## src/rtl/prog_loader.sv

```systemverilog
// ---------------------------------------------------------------------------
// prog_loader
//
// Loads a short program from a byte-serial host link into a 16-entry RAM.
// A load is framed as: one length byte (low nibble, 0 encodes 16), then
// that many data bytes, then one checksum byte. The checksum is the mod-256
// sum of the data bytes. While a load is in progress prog_mode holds the CPU
// control decoder off the RAM.
//
// Ports
//   clk        in   system clock, all state changes on the rising edge
//   rst        in   asynchronous, active-low reset
//   start      in   one-cycle request to begin a load (ignored while busy)
//   abort      in   synchronous cancel of a load in progress
//   in_valid   in   host byte valid
//   in_data    in   host byte [7:0]
//   in_ready   out  a byte is taken on an edge where in_valid & in_ready
//   prog_mode  out  CPU decoder halt while the RAM is being written
//   ram_addr   out  RAM write address [3:0]
//   ram_data   out  RAM write data [7:0], held between writes
//   ram_we     out  RAM write strobe, one cycle per data byte
//   busy       out  load in progress
//   done       out  load finished (held until the next accepted start)
//   err        out  checksum mismatch on the finished load
//
// Every output comes straight from a flop. The registered outputs are
// computed from the next state, so they line up with the state they belong
// to rather than lagging it by a cycle.
// ---------------------------------------------------------------------------
module prog_loader (
  input  logic       clk,
  input  logic       rst,
  input  logic       start,
  input  logic       abort,
  input  logic       in_valid,
  input  logic [7:0] in_data,
  output logic       in_ready,
  output logic       prog_mode,
  output logic [3:0] ram_addr,
  output logic [7:0] ram_data,
  output logic       ram_we,
  output logic       busy,
  output logic       done,
  output logic       err
);

  localparam logic [2:0] S_IDLE  = 3'd0;
  localparam logic [2:0] S_LEN   = 3'd1;
  localparam logic [2:0] S_DATA  = 3'd2;
  localparam logic [2:0] S_WRITE = 3'd3;
  localparam logic [2:0] S_CSUM  = 3'd4;
  localparam logic [2:0] S_FIN   = 3'd5;

  // Running checksum: plain byte sum, carries discarded.
  function automatic logic [7:0] csum_add(input logic [7:0] a,
                                          input logic [7:0] b);
    logic [8:0] s;
    s = {1'b0, a} + {1'b0, b};
    return s[7:0];
  endfunction

  // Length nibble to byte count; a zero nibble selects a full 16-byte load.
  function automatic logic [4:0] len_decode(input logic [3:0] n);
    return (n == 4'd0) ? 5'd16 : {1'b0, n};
  endfunction

  // in_ready is asserted only in states that consume a host byte.
  function automatic logic takes_byte(input logic [2:0] s);
    return (s == S_LEN) || (s == S_DATA) || (s == S_CSUM);
  endfunction

  logic [2:0] state_q, state_d;
  logic [3:0] cnt_q,   cnt_d;
  logic [4:0] rem_q,   rem_d;
  logic [7:0] acc_q,   acc_d;
  logic [7:0] data_q,  data_d;
  logic [3:0] addr_q,  addr_d;
  logic       we_q,    we_d;
  logic       rdy_q,   rdy_d;
  logic       pm_q,    pm_d;
  logic       busy_q,  busy_d;
  logic       done_q,  done_d;
  logic       err_q,   err_d;
  logic       accept;

  // A byte moves only when the host offers it and we advertised readiness.
  assign accept = in_valid & rdy_q;

  always_comb begin
    state_d = state_q;
    cnt_d   = cnt_q;
    rem_d   = rem_q;
    acc_d   = acc_q;
    data_d  = data_q;
    we_d    = 1'b0;
    pm_d    = pm_q;
    busy_d  = busy_q;
    done_d  = done_q;
    err_d   = err_q;

    case (state_q)
      // FIN behaves like IDLE for start; done/err survive until then.
      S_IDLE, S_FIN: begin
        if (start) begin
          state_d = S_LEN;
          busy_d  = 1'b1;
          pm_d    = 1'b1;
          done_d  = 1'b0;
          err_d   = 1'b0;
          cnt_d   = 4'd0;
          acc_d   = 8'd0;
          rem_d   = 5'd0;
        end
      end

      S_LEN: begin
        if (accept) begin
          rem_d   = len_decode(in_data[3:0]);
          state_d = S_DATA;
        end
      end

      S_DATA: begin
        if (accept) begin
          data_d  = in_data;
          acc_d   = csum_add(acc_q, in_data);
          we_d    = 1'b1;
          state_d = S_WRITE;
        end
      end

      // Single-cycle write slot; the strobe was raised on entry.
      // The counter wraps 15->0 only after the 16th write of a full load.
      S_WRITE: begin
        cnt_d   = cnt_q + 4'd1;
        rem_d   = rem_q - 5'd1;
        state_d = (rem_q == 5'd1) ? S_CSUM : S_DATA;
      end

      S_CSUM: begin
        if (accept) begin
          err_d   = (in_data != acc_q);
          done_d  = 1'b1;
          busy_d  = 1'b0;
          pm_d    = 1'b0;
          state_d = S_FIN;
        end
      end

      default: begin
        state_d = S_IDLE;
        busy_d  = 1'b0;
        pm_d    = 1'b0;
      end
    endcase

    // Abort outranks everything else in a busy state, including a byte
    // accepted on the same edge: none of that byte's effects are kept.
    if (abort && busy_q) begin
      state_d = S_IDLE;
      cnt_d   = cnt_q;
      rem_d   = rem_q;
      acc_d   = acc_q;
      data_d  = data_q;
      we_d    = 1'b0;
      busy_d  = 1'b0;
      pm_d    = 1'b0;
      done_d  = 1'b0;
      err_d   = 1'b0;
    end

    rdy_d  = takes_byte(state_d);
    addr_d = cnt_d;
  end

  always_ff @(posedge clk or negedge rst) begin
    if (!rst) begin
      state_q <= S_IDLE;
      cnt_q   <= 4'd0;
      rem_q   <= 5'd0;
      acc_q   <= 8'd0;
      data_q  <= 8'd0;
      addr_q  <= 4'd0;
      we_q    <= 1'b0;
      rdy_q   <= 1'b0;
      pm_q    <= 1'b0;
      busy_q  <= 1'b0;
      done_q  <= 1'b0;
      err_q   <= 1'b0;
    end else begin
      state_q <= state_d;
      cnt_q   <= cnt_d;
      rem_q   <= rem_d;
      acc_q   <= acc_d;
      data_q  <= data_d;
      addr_q  <= addr_d;
      we_q    <= we_d;
      rdy_q   <= rdy_d;
      pm_q    <= pm_d;
      busy_q  <= busy_d;
      done_q  <= done_d;
      err_q   <= err_d;
    end
  end

  assign in_ready  = rdy_q;
  assign prog_mode = pm_q;
  assign ram_addr  = addr_q;
  assign ram_data  = data_q;
  assign ram_we    = we_q;
  assign busy      = busy_q;
  assign done      = done_q;
  assign err       = err_q;

endmodule
```

## config.mk

```make
export PLATFORM = sky130hd
export DESIGN_NAME = prog_loader
export DESIGN_NICKNAME = d
export VERILOG_FILES = /design/src/rtl/prog_loader.sv
export SDC_FILE = /design/constraint.sdc
export NUM_CORES = 1
export LEC_CHECK = 0
export ABC_AREA = 0
export CORE_ASPECT_RATIO = 0.8
export CORE_UTILIZATION = 53
export CTS_CLUSTER_DIAMETER = 40
export DETAILED_ROUTE_END_ITERATION = 10
export GPL_TIMING_DRIVEN = 0
export PLACE_DENSITY = 0.81
export SLEW_MARGIN = 20
export SYNTH_ARGS = -nofsm -noshare
export SYNTH_HDL_FRONTEND = slang
export SYNTH_SLANG_ARGS = --single-unit
export TNS_END_PERCENT = 50
```

## constraint.sdc

```tcl
create_clock -name clk -period 2.8 [get_ports clk]
set_clock_uncertainty 0.2 [all_clocks]
set_input_delay 0.28 -clock clk [delete_from_list [all_inputs] [get_ports clk]]
set_output_delay 0.28 -clock clk [all_outputs]
set_load 0.005 [all_outputs]
```

==> flow_summary_export.csv <==
group,metric,value,unit
global_route,grt_pass1_vias,1564,
worst_setup_path,ff2ff_path_depth,6,
sta,setup_viol,0,
worst_setup_path,path_buf_inv,1,
die,core,3495,µm²
worst_setup_path,rrSetupSlack,0.59,ns
cells_and_area,fin_cells,284,
worst_setup_path,cpMaxStageDelayCell,"clkdlybuf4s50_1",
drt,wire_per_inst,15.74,µm
synthesis,syn_avg_cell_area,9.793,µm²
job,drv_cap,0,
worst_setup_path,worst_ep_required_time,2.80,ns
worst_setup_path,path_cells,"clkdlybuf4s50_1, ha_1, a211o_1, a211oi_1, o211ai_1, a211o_1, o211ai_1",
drt,drc,0,
sta,min_period,2.360,ns
sta,rsz0062_at_grt,"no",
pwr,max-vdd-ir-drop,684.6,µV
synthesis,syn_nets,226,
pwr,power_density,949.8,nW/µm²
placement,hpwl,3284,µm
synthesis,syn_area,1978,µm²
drt,routed_wl,4471,µm
drt,first_pass_iters,4,
placement,io_buffers,30,
worst_setup_path,crit_arrival,2.36,ns
drt,via_per_inst,5.961,
worst_setup_path,r2r_start,"acc_q[1]$_DFFE_PN0P_",
pwr,share_seq_of_total_power,33.5,%
drt,top_layer,"met4",
placement,place_congestion,0.8551,
drt,drtAntennaViolNets,0,
worst_setup_path,cp-start-kind,"input port",
clocking,cts_buffer_depth,2,
cells_and_area,layout-drive-gt1-share,11.16,%
clocking,cts.hold.buffers_added,1,
cells_and_area,n_fill_cell,269,
die,ios,31,
worst_setup_path,setup.worst_path.end,"acc_q[7]$_DFFE_PN0P_",
clocking,cts_max_level,2,
cells_and_area,nets,265,
clocking,insertion_delay,0.29,ns
synthesis,post-synth-top-area-fraction,41.75,%
sta,post-route-period-util,84.30,%
clocking,cts_tree,"done",
clocking,numClockSinks,33,
clocking,postCtsSetupBuffers,0,
synthesis,yosys_warnings,0,
sta,hold_viol_final,0,
cells_and_area,seq_area,825.8,µm²
clocking,numCtsBuffers,5,
global_route,grt_pass1_wl,7445,µm
synthesis,synth_seq_cells,33,
sta,setup_tns,0,ns
synthesis,synth-edff-count,0,
status,status,"completed",
placement,dp_cells,275,
global_route,grt_overflow,0,
synthesis,synth_seq_area_share,41.75,%
pwr,finalPower,2355,µW
die,die_y,56.65,µm
worst_setup_path,critical_path.top_delay_family,"compound AO/OA/AOI/OAI gates",
global_route,grt_max_degree,18,
pwr,p_comb_share,46.7,%
global_route,track_usage,24.05,%
drt,dr_wl_met2,1934,µm
worst_setup_path,critPathCaptureType,"register",
worst_setup_path,worstSetupPathType,"input port to register",
worst_setup_path,crit_path_max_incr_delay,0.53,ns
drt,drtIter0Drc,109,
synthesis,syn-instance-count,202,
synthesis,synth.area.top_cells,"dfrtp_1 (42%), ha_1 (6.3%), mux2_2 (5.1%)",
pwr,power_switching,857.7,µW
synthesis,async_flop_share,100.0,%
pwr,clkPwrFrac,19.8,%
die,num_rows,19,
die,die_area,3982,µm²
die,die_w,70.31,µm
cells_and_area,antenna_cells,0,
die,start_util,56.61,%
synthesis,netlist.top_cell.by_area,"dfrtp_1",
drt,via_count,1693,
pwr,p_int,1498,µW
sta,slew_headroom,53.67,%
cells_and_area,syn2layout_area_growth,25.36,%
worst_hold_path,hp-class,"input port to async pin",
synthesis,ys_types,52,
sta,max_freq,423.7,MHz
drt,wl_met3,237,µm
placement,post_dp_cell_area,2354,µm²
worst_setup_path,crit_cells,7,
sta,slew_viol_final,0,
synthesis,synth_top_flop_cell,"dfrtp_1",
pwr,switching_share,36.41,%
worst_setup_path,critPathMaxFanout,5,
global_route,antenna_found_initial,0,
drt,wl_met1,2258,µm
clocking,cts_root_buffer,"clkbuf_8",
clocking,cts_resized,0,
clocking,path_clk_slew,0.07,ns
pwr,power.leakage,0.001097,µW
worst_setup_path,cp-startpoint,"in_data[1]",
cells_and_area,finalInstanceArea,2480,µm²
sta,worst_pin_slew,0.6903,ns
worst_setup_path,reg2reg_to,"acc_q[7]$_DFFE_PN0P_",
cells_and_area,multiInputGateArea,1081,µm²
## cells by family (layout without fill, tap and decap cells)
family	count (synthesis)	in the layout	synth area share, %
flip-flops	33	33	41.75
XOR/XNOR	7	7	3.099
adder cells (fa/ha/maj)	11	11	7.337
buffers and inverters	17	57	3.605
AND/OR/NAND/NOR	61	61	16.51
multiplexers	13	13	7.148
AO/OA/AOI/OAI	60	60	20.56
## placed cells by master, fill, tap and decap left out, types with 2 or more instances in the layout
cell type,instances
o21a_1,2
o22ai_1,3
inv_1,8
o31ai_1,3
nand2_1,20
a221o_1,3
o21ai_0,16
a21oi_1,9
nor3_1,4
nand2b_1,3
nor2_1,5
mux2i_1,4
nor2b_1,3
a211oi_1,3
a22o_1,2
dfrtp_1,33
clkbuf_8,6
nand3_1,11
xor2_1,4
xnor2_1,3
ha_1,10
clkbuf_1,5
o211ai_1,3
clkdlybuf4s50_1,29
buf_2,4
nor4b_1,3
a211o_1,2
mux2_2,9
a21o_1,3
o21bai_1,2
## Yosys cell counts (2+ instances only)
master     n
a211o_1    2
a211oi_1   3
a21o_1     3
a21oi_1    9
a221o_1    3
a22o_1     2
buf_2      3
clkbuf_1   4
dfrtp_1   33
ha_1      10
inv_1      8
mux2_2     9
mux2i_1    4
nand2_1   20
nand2b_1   3
nand3_1   11
nor2_1     5
nor2b_1    3
nor3_1     4
nor4b_1    3
o211ai_1   3
o21a_1     2
o21ai_0   16
o21bai_1   2
o22ai_1    3
o31ai_1    3
xnor2_1    3
xor2_1     4
## per-stage QoR
stage / worst slack [ns] / util [%] / hold slack, ns
finish: 0.4397 / 70.96 / 0.2662
global placement: 0.2180 / 66.70 / 0.2658
detailed placement: 0.2054 / 67.35 / 0.04152
global route: 0.3064 / 70.96 / 0.3069
CTS: 0.4423 / 70.96 / 0.2704
floorplan: 0.8250 / - / -0.2156
## registers in the layout, indices dropped and copies added, names as in the netlist
register,cells
state_q,3
ram_we,1
done,1
ram_addr,4
acc_q,8
busy,1
rem_q,5
ram_data,8
in_ready,1
err,1
## per-layer routing
metal  global-route usage, %  up-vias
li1                        -      826
met5                       0        -
met3                   5.745        8
met4                   5.429        0
met1                   36.80      808
met2                   34.29       51
## power by group through the flow
stage          clock network, µW  logic, µW  registers [µW]
3_5_place_dp                   0       1080             793
2_1_floorplan                  0        708             773
5_1_grt                      487       1210             814
4_1_cts                      472       1100             785
3_3_place_gp                   0       1060             784
6_report                     466       1100             788
## how the worst min path moves through the flow
| stage | from | end | slack [ns] | depth (start not counted) |
|---|---|---|---|---|
| 2_1_floorplan | rst | acc_q[0]$_DFFE_PN0P_ | -0.22 | 0 |
| 3_3_place_gp | acc_q[2]$_DFFE_PN0P_ | acc_q[2]$_DFFE_PN0P_ | 0.27 | 2 |
| 3_5_place_dp | rst | state_q[1]$_DFF_PN0_ | 0.04 | 1 |
| 4_1_cts | rst | err$_DFFE_PN0P_ | 0.27 | 2 |
| 5_1_grt | rst | err$_DFFE_PN0P_ | 0.31 | 2 |
| 6_report | rst | err$_DFFE_PN0P_ | 0.27 | 2 |
## final cells by class
| cell class | count | share of cell area (%) |
|---|---|---|
| flip-flops and latches | 33 | 33.30 |
| inverters | 9 | 1.362 |
| plain buffers | 8 | 1.514 |
| repair buffers | 32 | 13.42 |
| clock buffers | 7 | 3.481 |
| multi-input cells | 152 | 43.59 |
| well taps | 42 | 2.119 |
| clock inverters | 1 | 1.211 |
## worst reg2reg max path, cell delays in order (launching register included)
cell      delay [ns]
dfrtp_1         0.42
ha_1            0.33
a211o_1         0.29
a211oi_1        0.32
o211ai_1        0.15
a211o_1         0.31
o211ai_1        0.09
(Power assumes the default switching activity.)
